[src/rtl/pattern_count_engine.sv]
// Counts occurrences of a 5-bit pattern in a 32-byte buffer: in-byte hits, bytes with a hit,
// and hits across the whole bit stream, then writes the three counts back after the buffer.
module pattern_count_engine (
  input  logic       clk,
  input  logic       reset,
  input  logic       start,
  output logic       done,
  output logic       busy,
  output logic [7:0] dm_addr,
  input  logic [7:0] dm_rd_data,
  output logic       dm_wr_en,
  output logic [7:0] dm_wr_data
);

  // state    | meaning
  // IDLE     | waiting for start, memory port released
  // LOAD_PAT | reading the pattern byte at address 32
  // SCAN     | one data byte per cycle, addresses 0..31
  // WR_CTB   | writing in-byte match count to address 33
  // WR_CTO   | writing count of bytes with a match to address 34
  // WR_CTS   | writing stream-wide match count to address 35
  // DONE     | results valid, memory port released
  typedef enum logic [2:0] {
    IDLE, LOAD_PAT, SCAN, WR_CTB, WR_CTO, WR_CTS, DONE
  } state_t;

  state_t     state, state_nxt;
  logic [4:0] pat;
  logic [4:0] index;
  logic [7:0] prev;
  logic [7:0] ctb, cto, cts;
  logic [2:0] m, c;

  function automatic logic [2:0] count_win(input logic [7:0] b, input logic [4:0] p);
    return 3'(b[4:0] == p) + 3'(b[5:1] == p) + 3'(b[6:2] == p) + 3'(b[7:3] == p);
  endfunction

  // Boundary windows combine the previous byte's low nibble with the current high nibble.
  assign m = count_win(dm_rd_data, pat);
  assign c = (index != 5'd0) ? count_win({prev[3:0], dm_rd_data[7:4]}, pat) : 3'd0;

  always_ff @(posedge clk) begin
    if (reset) begin
      state <= IDLE;
      pat   <= '0;
      index <= '0;
      prev  <= '0;
      ctb   <= '0;
      cto   <= '0;
      cts   <= '0;
    end else begin
      state <= state_nxt;
      case (state)
        IDLE, DONE: begin
          if (start) begin
            ctb   <= '0;
            cto   <= '0;
            cts   <= '0;
            index <= '0;
          end
        end
        LOAD_PAT: begin
          pat   <= dm_rd_data[4:0];
          index <= '0;
        end
        SCAN: begin
          ctb   <= ctb + 8'(m);
          cto   <= cto + 8'(m != 3'd0);
          cts   <= cts + 8'(m) + 8'(c);
          prev  <= dm_rd_data;
          index <= index + 5'd1;
        end
        default: ;
      endcase
    end
  end

  always_comb begin
    state_nxt  = state;
    busy       = 1'b1;
    done       = 1'b0;
    dm_addr    = 8'd0;
    dm_wr_en   = 1'b0;
    dm_wr_data = 8'd0;
    case (state)
      IDLE: begin
        busy = 1'b0;
        if (start) state_nxt = LOAD_PAT;
      end
      LOAD_PAT: begin
        dm_addr   = 8'd32;
        state_nxt = SCAN;
      end
      SCAN: begin
        dm_addr = {3'b000, index};
        if (index == 5'd31) state_nxt = WR_CTB;
      end
      WR_CTB: begin
        dm_addr    = 8'd33;
        dm_wr_en   = 1'b1;
        dm_wr_data = ctb;
        state_nxt  = WR_CTO;
      end
      WR_CTO: begin
        dm_addr    = 8'd34;
        dm_wr_en   = 1'b1;
        dm_wr_data = cto;
        state_nxt  = WR_CTS;
      end
      WR_CTS: begin
        dm_addr    = 8'd35;
        dm_wr_en   = 1'b1;
        dm_wr_data = cts;
        state_nxt  = DONE;
      end
      DONE: begin
        busy = 1'b0;
        done = 1'b1;
        if (start) state_nxt = LOAD_PAT;
      end
      default: begin
        busy      = 1'b0;
        state_nxt = IDLE;
      end
    endcase
  end

endmodule

[config.mk]
export PLATFORM = sky130hd
export DESIGN_NAME = pattern_count_engine
export DESIGN_NICKNAME = d
export VERILOG_FILES = /design/src/rtl/pattern_count_engine.sv
export SDC_FILE = /design/constraint.sdc
export NUM_CORES = 1
export LEC_CHECK = 0
export ABC_AREA = 1
export CORE_MARGIN = 2
export CORE_UTILIZATION = 51
export CTS_BUF_LIST = sky130_fd_sc_hd__clkbuf_8 sky130_fd_sc_hd__clkbuf_16
export DETAILED_ROUTE_END_ITERATION = 12
export HOLD_SLACK_MARGIN = 0.05
export PLACE_DENSITY = 0.84
export RECOVER_POWER = 100
export SKIP_CTS_REPAIR_TIMING = 1
export SYNTH_ARGS = -nofsm -noshare
export SYNTH_HDL_FRONTEND = slang
export SYNTH_SLANG_ARGS = --single-unit
[constraint.sdc]
create_clock -name clk -period 6.3 [get_ports clk]
set_clock_uncertainty 0.1 [all_clocks]
set_input_delay 1.89 -clock clk [delete_from_list [all_inputs] [get_ports clk]]
set_output_delay 1.89 -clock clk [all_outputs]
set_load 0.1 [all_outputs]
==> results of run 1 <==
==> power by group through the flow <==
stage	clock network (mW)	logic [mW]	registers (mW)
after floorplan	0	0.533	0.321
after CTS	0.181	0.581	0.373
final	0.179	0.576	0.375
after global routing	0.191	0.641	0.382
after detailed placement	0	0.577	0.379
after global placement	0	0.573	0.377
==> metrics by stage <==
| step | instances | setup WS (ns) | cell area [um2] |
|---|---|---|---|
| 2_1_floorplan | 472 | 0.602 | 3120 |
| 3_3_place_gp | 553 | 0.377 | 3350 |
| 3_5_place_dp | 553 | 0.312 | 3350 |
| 4_1_cts | 560 | 0.619 | 3440 |
| 5_1_grt | 560 | 0.267 | 3430 |
| 6_report | 560 | 0.534 | 3430 |
==> placed cells by master (no fill, tap or decap) <==
master,n
fa_1,7
o22ai_1,4
nand3_4,1
o2111ai_1,13
clkdlybuf4s50_1,8
clkinv_1,2
inv_1,56
or3_1,1
nor4_1,1
o21a_1,1
xor2_1,6
dlygate4sd3_1,19
a21oi_2,1
ha_1,17
o21ai_1,2
nor3_1,14
a31oi_1,2
nor2_4,1
nand3_1,44
o21ai_0,23
nand2_1,126
inv_4,1
dfxtp_1,41
nor2_1,23
o211ai_1,1
or2_2,2
nand2_2,4
nand3_2,1
clkbuf_8,6
clkbuf_1,1
nand4_1,5
conb_1,2
a21oi_1,40
nor2_2,1
inv_2,5
o221ai_1,3
==> Yosys cell counts <==
master | n | area, um2
a21oi_1 | 40 | 200
a21oi_2 | 1 | 8.76
a31oi_1 | 2 | 12.5
buf_2 | 11 | 55.1
buf_4 | 2 | 15.0
buf_6 | 4 | 45.0
clkbuf_1 | 5 | 18.8
clkinv_1 | 2 | 7.51
conb_1 | 1 | 3.75
dfxtp_1 | 41 | 821
fa_1 | 7 | 140
ha_1 | 17 | 213
inv_1 | 55 | 206
inv_2 | 5 | 18.8
inv_4 | 1 | 6.26
nand2_1 | 126 | 473
nand2_2 | 4 | 25.0
nand3_1 | 44 | 220
nand3_2 | 1 | 10.0
nand3_4 | 1 | 17.5
nand4_1 | 4 | 25.0
nand4_2 | 1 | 12.5
nor2_1 | 23 | 86.3
nor2_2 | 1 | 6.26
nor2_4 | 1 | 11.3
nor3_1 | 14 | 70.1
nor4_1 | 1 | 6.26
o2111ai_1 | 13 | 114
o211ai_1 | 1 | 7.51
o21a_1 | 1 | 7.51
o21ai_0 | 22 | 110
o21ai_1 | 3 | 15.0
o221ai_1 | 3 | 26.3
o22ai_1 | 4 | 25.0
or2_2 | 2 | 12.5
or3_1 | 1 | 6.26
xor2_1 | 6 | 52.6
==> cell type report <==
class / count / area, um2
clock buffers: 6 / 82.6
clock inverters: 1 / 3.75
fillers: 580 / 2490
inverters: 63 / 239
multi-input cells: 346 / 1920
flip-flops and latches: 41 / 821
well taps: 75 / 93.8
repair buffers: 28 / 274
==> worst min path at each step <==
stage | end | slack (ns) | cells past startpoint
finish | index[3]$_SDFFE_PP0P_ | 0.39 | 2
global route | prev[3]$_SDFFE_PP0P_ | 0.40 | 2
CTS | index[3]$_SDFFE_PP0P_ | 0.39 | 2
detailed placement | index[3]$_SDFFE_PP0P_ | 0.38 | 2
global placement | prev[3]$_SDFFE_PP0P_ | 0.36 | 2
floorplan | prev[3]$_SDFFE_PP0P_ | 0.34 | 2
==> flip-flops by register name, indices dropped and copies added, names as in the netlist <==
| signal | flops |
|---|---|
| ctb | 8 |
| cto | 8 |
| cts | 8 |
| index | 5 |
| pat | 5 |
| prev | 4 |
| state | 3 |
==> cell families after synthesis <==
kind of cell,after synthesis
adder cells (fa/ha/maj),24
buffers and inverters,85
AND/OR/NAND/NOR,224
AO/OA/AOI/OAI,90
other,1
XOR/XNOR,6
flip-flops,41
==> worst max-delay path: cells and delay by family <==
family | cells | cell delay [ns]
adders and majority gates | 6 | 2.04
AOI/OAI and AO/OA | 2 | 0.16
buffers and inverters | 3 | 0.87
and+or+nand+nor | 8 | 0.84
==> layer usage <==
metal  part of all wire  up-vias  global-route usage
li1                   -     1581                   -
met1               0.43     1471               0.316
met2               0.47      139               0.416
met3              0.074       16              0.0446
met4              0.022        0               0.105
met5                  0        -                   0
==> metrics.cfg, run 1 <==
[yosys]
yosys.area_share.simple = 0.316
synth_adder_area_share = 0.113
ys_seq_area_frac = 0.264
synth_top_family_by_area = simple AND/OR/NAND/NOR gates
synth-compound-area-share = 0.169
synthCells = 471
synth_xor_area_frac = 0.0169
synth_warnings = 0
synth_area_um2 = 3110
syn_avg_cell_area_um2 = 6.61
synth_mux_area_frac = 0
synth_seq_cells = 41
synth.distinct_cells = 37

[timing]
hold_ws_ns = 0.385
worst-slew-pin-transition_ns = 1.14
slew_violations = 0
fmax_mhz = 173
finalCritPeriodShare = 0.915
rsz0062_at_grt = no
relSlewSlack = 0.239
final_hold_viol_count = 0
setup_tns_ns = 0
setup_viol = 0
fin_crit_ns = 5.77

[worst_setup_path]
critPathMaxStageDelay_ns = 0.69
rrSetupSlack_ns = 1.95
r2r-end = cts[5]$_SDFFE_PP0P_
start_kind = input port
cp-end-kind = flop
cp-startpoint = dm_rd_data[4]
endpoint = cts[5]$_SDFFE_PP0P_
critPathMostFrequentCell = nand2_1
critical_path.cell_chain = dlygate4sd3_1 -> inv_1 -> nand2_1 -> o2111ai_1 -> nor3_1 -> fa_1 -> ha_1 -> ha_1 -> inv_1 -> nor2_1 -> fa_1 -> ha_1 -> fa_1 -> nand2_1 -> nand2_1 -> nand2_1 -> nand2_1 -> nand3_1 -> a21oi_1
cp.required_ns = 6.33
worst-path-max-fanout = 7
arrival_ns = 5.80
r2r-start = pat[0]$_SDFFE_PP0P_
ff2ff_path_depth = 18
worst-setup-path-type = input port to flop
cpMaxStageDelayCell = dlygate4sd3_1

[die]
fp.dieW_um = 82.1
die_y_um = 82.1
dieArea_um2 = 6740
core_area_um2 = 5920
pin_count = 30
row_count = 28
start_util = 0.526

[power]
leakage_nw = 1.52
powerDensity_nw_per_um2 = 330
p_sw_uw = 593
intPower_uw = 538
swShare = 0.524
pwr-share-seq = 0.332
power_frac_clock = 0.158
comb_power_share = 0.510
total_power_mw = 1.13
vdd_drop_max_mv = 0.409

[layout]
final_nets = 520
postLayoutCoreUtil = 0.579
layout-drive-gt1-share = 0.0474
area_growth_pct = 10.2
diodes = 0

[routing]
ant_nets = 0
drc = 0
wl_um = 8010
dr.pass1.iters = 5
vias_per_cell = 5.73
first_iter_violations = 243
avgRoutedWirePerCell_um = 14.3
vias = 3207

[clock_network]
cts_buffer_depth = 2
cts_buffers = 5
root_buffer = clkbuf_8
clk_pin_slew_ns = 0.08
clk_latency_ns = 0.30
cts_sinks = 41
cts_max_level = 2
cts_tree = yes

[min_path]
hp-class = flop to flop
min_from = index[3]$_SDFFE_PP0P_

[place]
port-buffer-count = 27
place.gp.congestion = 0.938
dp_hpwl_um = 5800

[global_routing]
grt_pass1_wl_um = 13100
grt-ovfl-total = 0
grt_max_degree = 38
antenna_found_initial = 0
grt_pass1_vias = 2947
grt_usage = 0.249

[outcome]
status = finished, final reports clean

[flow_run]
drv_cap = 0

No activity file was read; power rests on OpenSTA's default activity.
==> run 2: changes to the inputs <==
==> constraint.sdc (replaced) <==
create_clock -name clk -period 6.3 [get_ports clk]
set_clock_uncertainty 0.1 [all_clocks]
set_input_delay 1.26 -clock clk [delete_from_list [all_inputs] [get_ports clk]]
set_output_delay 1.26 -clock clk [all_outputs]
set_load 0.1 [all_outputs]
==> run 2 against run 1 <==
  * Sequential cell count unchanged
  * Sequential share of layout area unchanged
  * Cell area unchanged
  * Via count increased by 0.56%
  * Critical path depth unchanged
  * Clock power decreased by 2%
  * Wire length decreased by 0.81%
  * Clock-buffer cell count unchanged
  * Critical endpoint unchanged
==> metrics.cfg, run 2 (same netlist as run 1, synthesis figures left out) <==
[global_routing]
grt_max_degree = 38
gr-usage-met3 = 0.0359
busiest_layer = met2
grt.met1_usage = 0.314
grt_pass1_wl_um = 13100
grt-ovfl-total = 0
met2_usage = 0.427
antenna_found_initial = 0
grt_pass1_vias = 2976
grt_usage = 0.249

[place]
placed_cells_incl_taps = 553
port-buffer-count = 27
dp_slack_ns = 0.935
place.gp.congestion = 0.938
dp_hpwl_um = 5760

[power]
powerDensity_nw_per_um2 = 328
p_sw_uw = 588
vdd_drop_max_mv = 0.404
leakage_nw = 1.52
power_frac_clock = 0.155
pwr-share-seq = 0.334
intPower_uw = 537
comb_power_share = 0.511
swShare = 0.523

[routing]
vias_per_cell = 5.76
first_iter_violations = 217
avgRoutedWirePerCell_um = 14.2
drc = 0
ant_nets = 0
wl_um = 7940
dr.pass1.iters = 5
vias = 3225

[worst_setup_path]
rrSetupSlack_ns = 1.92
arrival_ns = 5.17
cp.required_ns = 6.33
critPathMostFrequentCell = nand2_1
worst-path-max-fanout = 6
worst-setup-path-type = input port to flop
cpMaxStageDelayCell = dlygate4sd3_1
critical_path.cell_chain = dlygate4sd3_1 -> inv_1 -> nand2_1 -> o2111ai_1 -> nor3_1 -> fa_1 -> ha_1 -> ha_1 -> inv_1 -> nor2_1 -> fa_1 -> ha_1 -> fa_1 -> nand2_1 -> nand2_1 -> nand2_1 -> nand2_1 -> nand3_1 -> a21oi_1
start_kind = input port
critPathMaxStageDelay_ns = 0.68
cp-end-kind = flop

[layout]
top_regs = ctb: 8 flops, cto: 8 flops, cts: 8 flops
stdcell_count = 560
final_nets = 520
area_growth_pct = 10.2
final_cell_mix = nand2_1, inv_1, nand3_1, dfxtp_1, a21oi_1
final_common_cell = nand2_1
layout-drive-gt1-share = 0.0474
diodes = 0

[die]
start_util = 0.526
core_area_um2 = 5920
row_count = 28
fp.dieW_um = 82.1
pin_count = 30
dieArea_um2 = 6740
die_y_um = 82.1

[timing]
setup_tns_ns = 0
worst-slew-pin-transition_ns = 1.14
fin_crit_ns = 5.14
rsz0062_at_grt = no
final_hold_viol_count = 0
setup_viol = 0
relSlewSlack = 0.239
timing.final.ws_setup_ns = 1.16
finalCritPeriodShare = 0.816
hold_ws_ns = 0.390
fmax_mhz = 195
slew_violations = 0

[clock_network]
cts_max_level = 2
cts_sinks = 41
clk_latency_ns = 0.29
cts_tree = yes
cts_buffers = 5
clk_pin_slew_ns = 0.08
root_buffer = clkbuf_8
cts_buffer_depth = 2

[outcome]
status = finished, final reports clean

[flow_run]
drv_cap = 0

[min_path]
hp-class = flop to flop

## run 2: final timing paths
path | start | end | cells past startpoint
setup / recovery | dm_rd_data[5] | cts[5]$_SDFFE_PP0P_ | 19
hold / removal | prev[3]$_SDFFE_PP0P_ | prev[3]$_SDFFE_PP0P_ | 2
setup reg to reg | pat[0]$_SDFFE_PP0P_ | cts[5]$_SDFFE_PP0P_ | 18
hold reg to reg | prev[3]$_SDFFE_PP0P_ | prev[3]$_SDFFE_PP0P_ | 2
## run 2: power groups by stage
stage / clock network [mW] / logic, mW / registers (mW)
after global routing: 0.190 / 0.633 / 0.383
after global placement: 0 / 0.573 / 0.377
after floorplan: 0 / 0.533 / 0.321
after detailed placement: 0 / 0.575 / 0.379
final: 0.175 / 0.575 / 0.376
after CTS: 0.179 / 0.579 / 0.373
## run 2: metrics by stage
| stage | total power, mW | instance area, um2 | util |
|---|---|---|---|
| global placement | 0.950 | 3350 | 0.566 |
| finish | 1.13 | 3430 | 0.579 |
| floorplan | 0.854 | 3120 | - |
| detailed placement | 0.954 | 3350 | 0.566 |
| global route | 1.21 | 3430 | 0.579 |
| CTS | 1.13 | 3440 | 0.581 |
## run 2: per-layer routing
layer,wire length [um],vias to the layer above
met1,3370,1465
met2,3740,155
met4,187,0
met3,650,22
li1,-,1583
met5,0,-
## run 2: final cells by class
| cell class | instances | area, um2 |
|---|---|---|
| clock buffer | 6 | 82.6 |
| clock inverter | 1 | 3.75 |
| fill | 582 | 2490 |
| inverter | 63 | 239 |
| multi-input combinational | 346 | 1920 |
| sequential | 41 | 821 |
| tap | 75 | 93.8 |
| timing repair buffer | 28 | 274 |
## run 2: worst max-delay path: cells and delay by family
family          cells  cell delay (ns)
compound gates      2             0.21
fa+ha+maj           6             2.02
buf+inv             3             0.86
simple gates        8             0.80
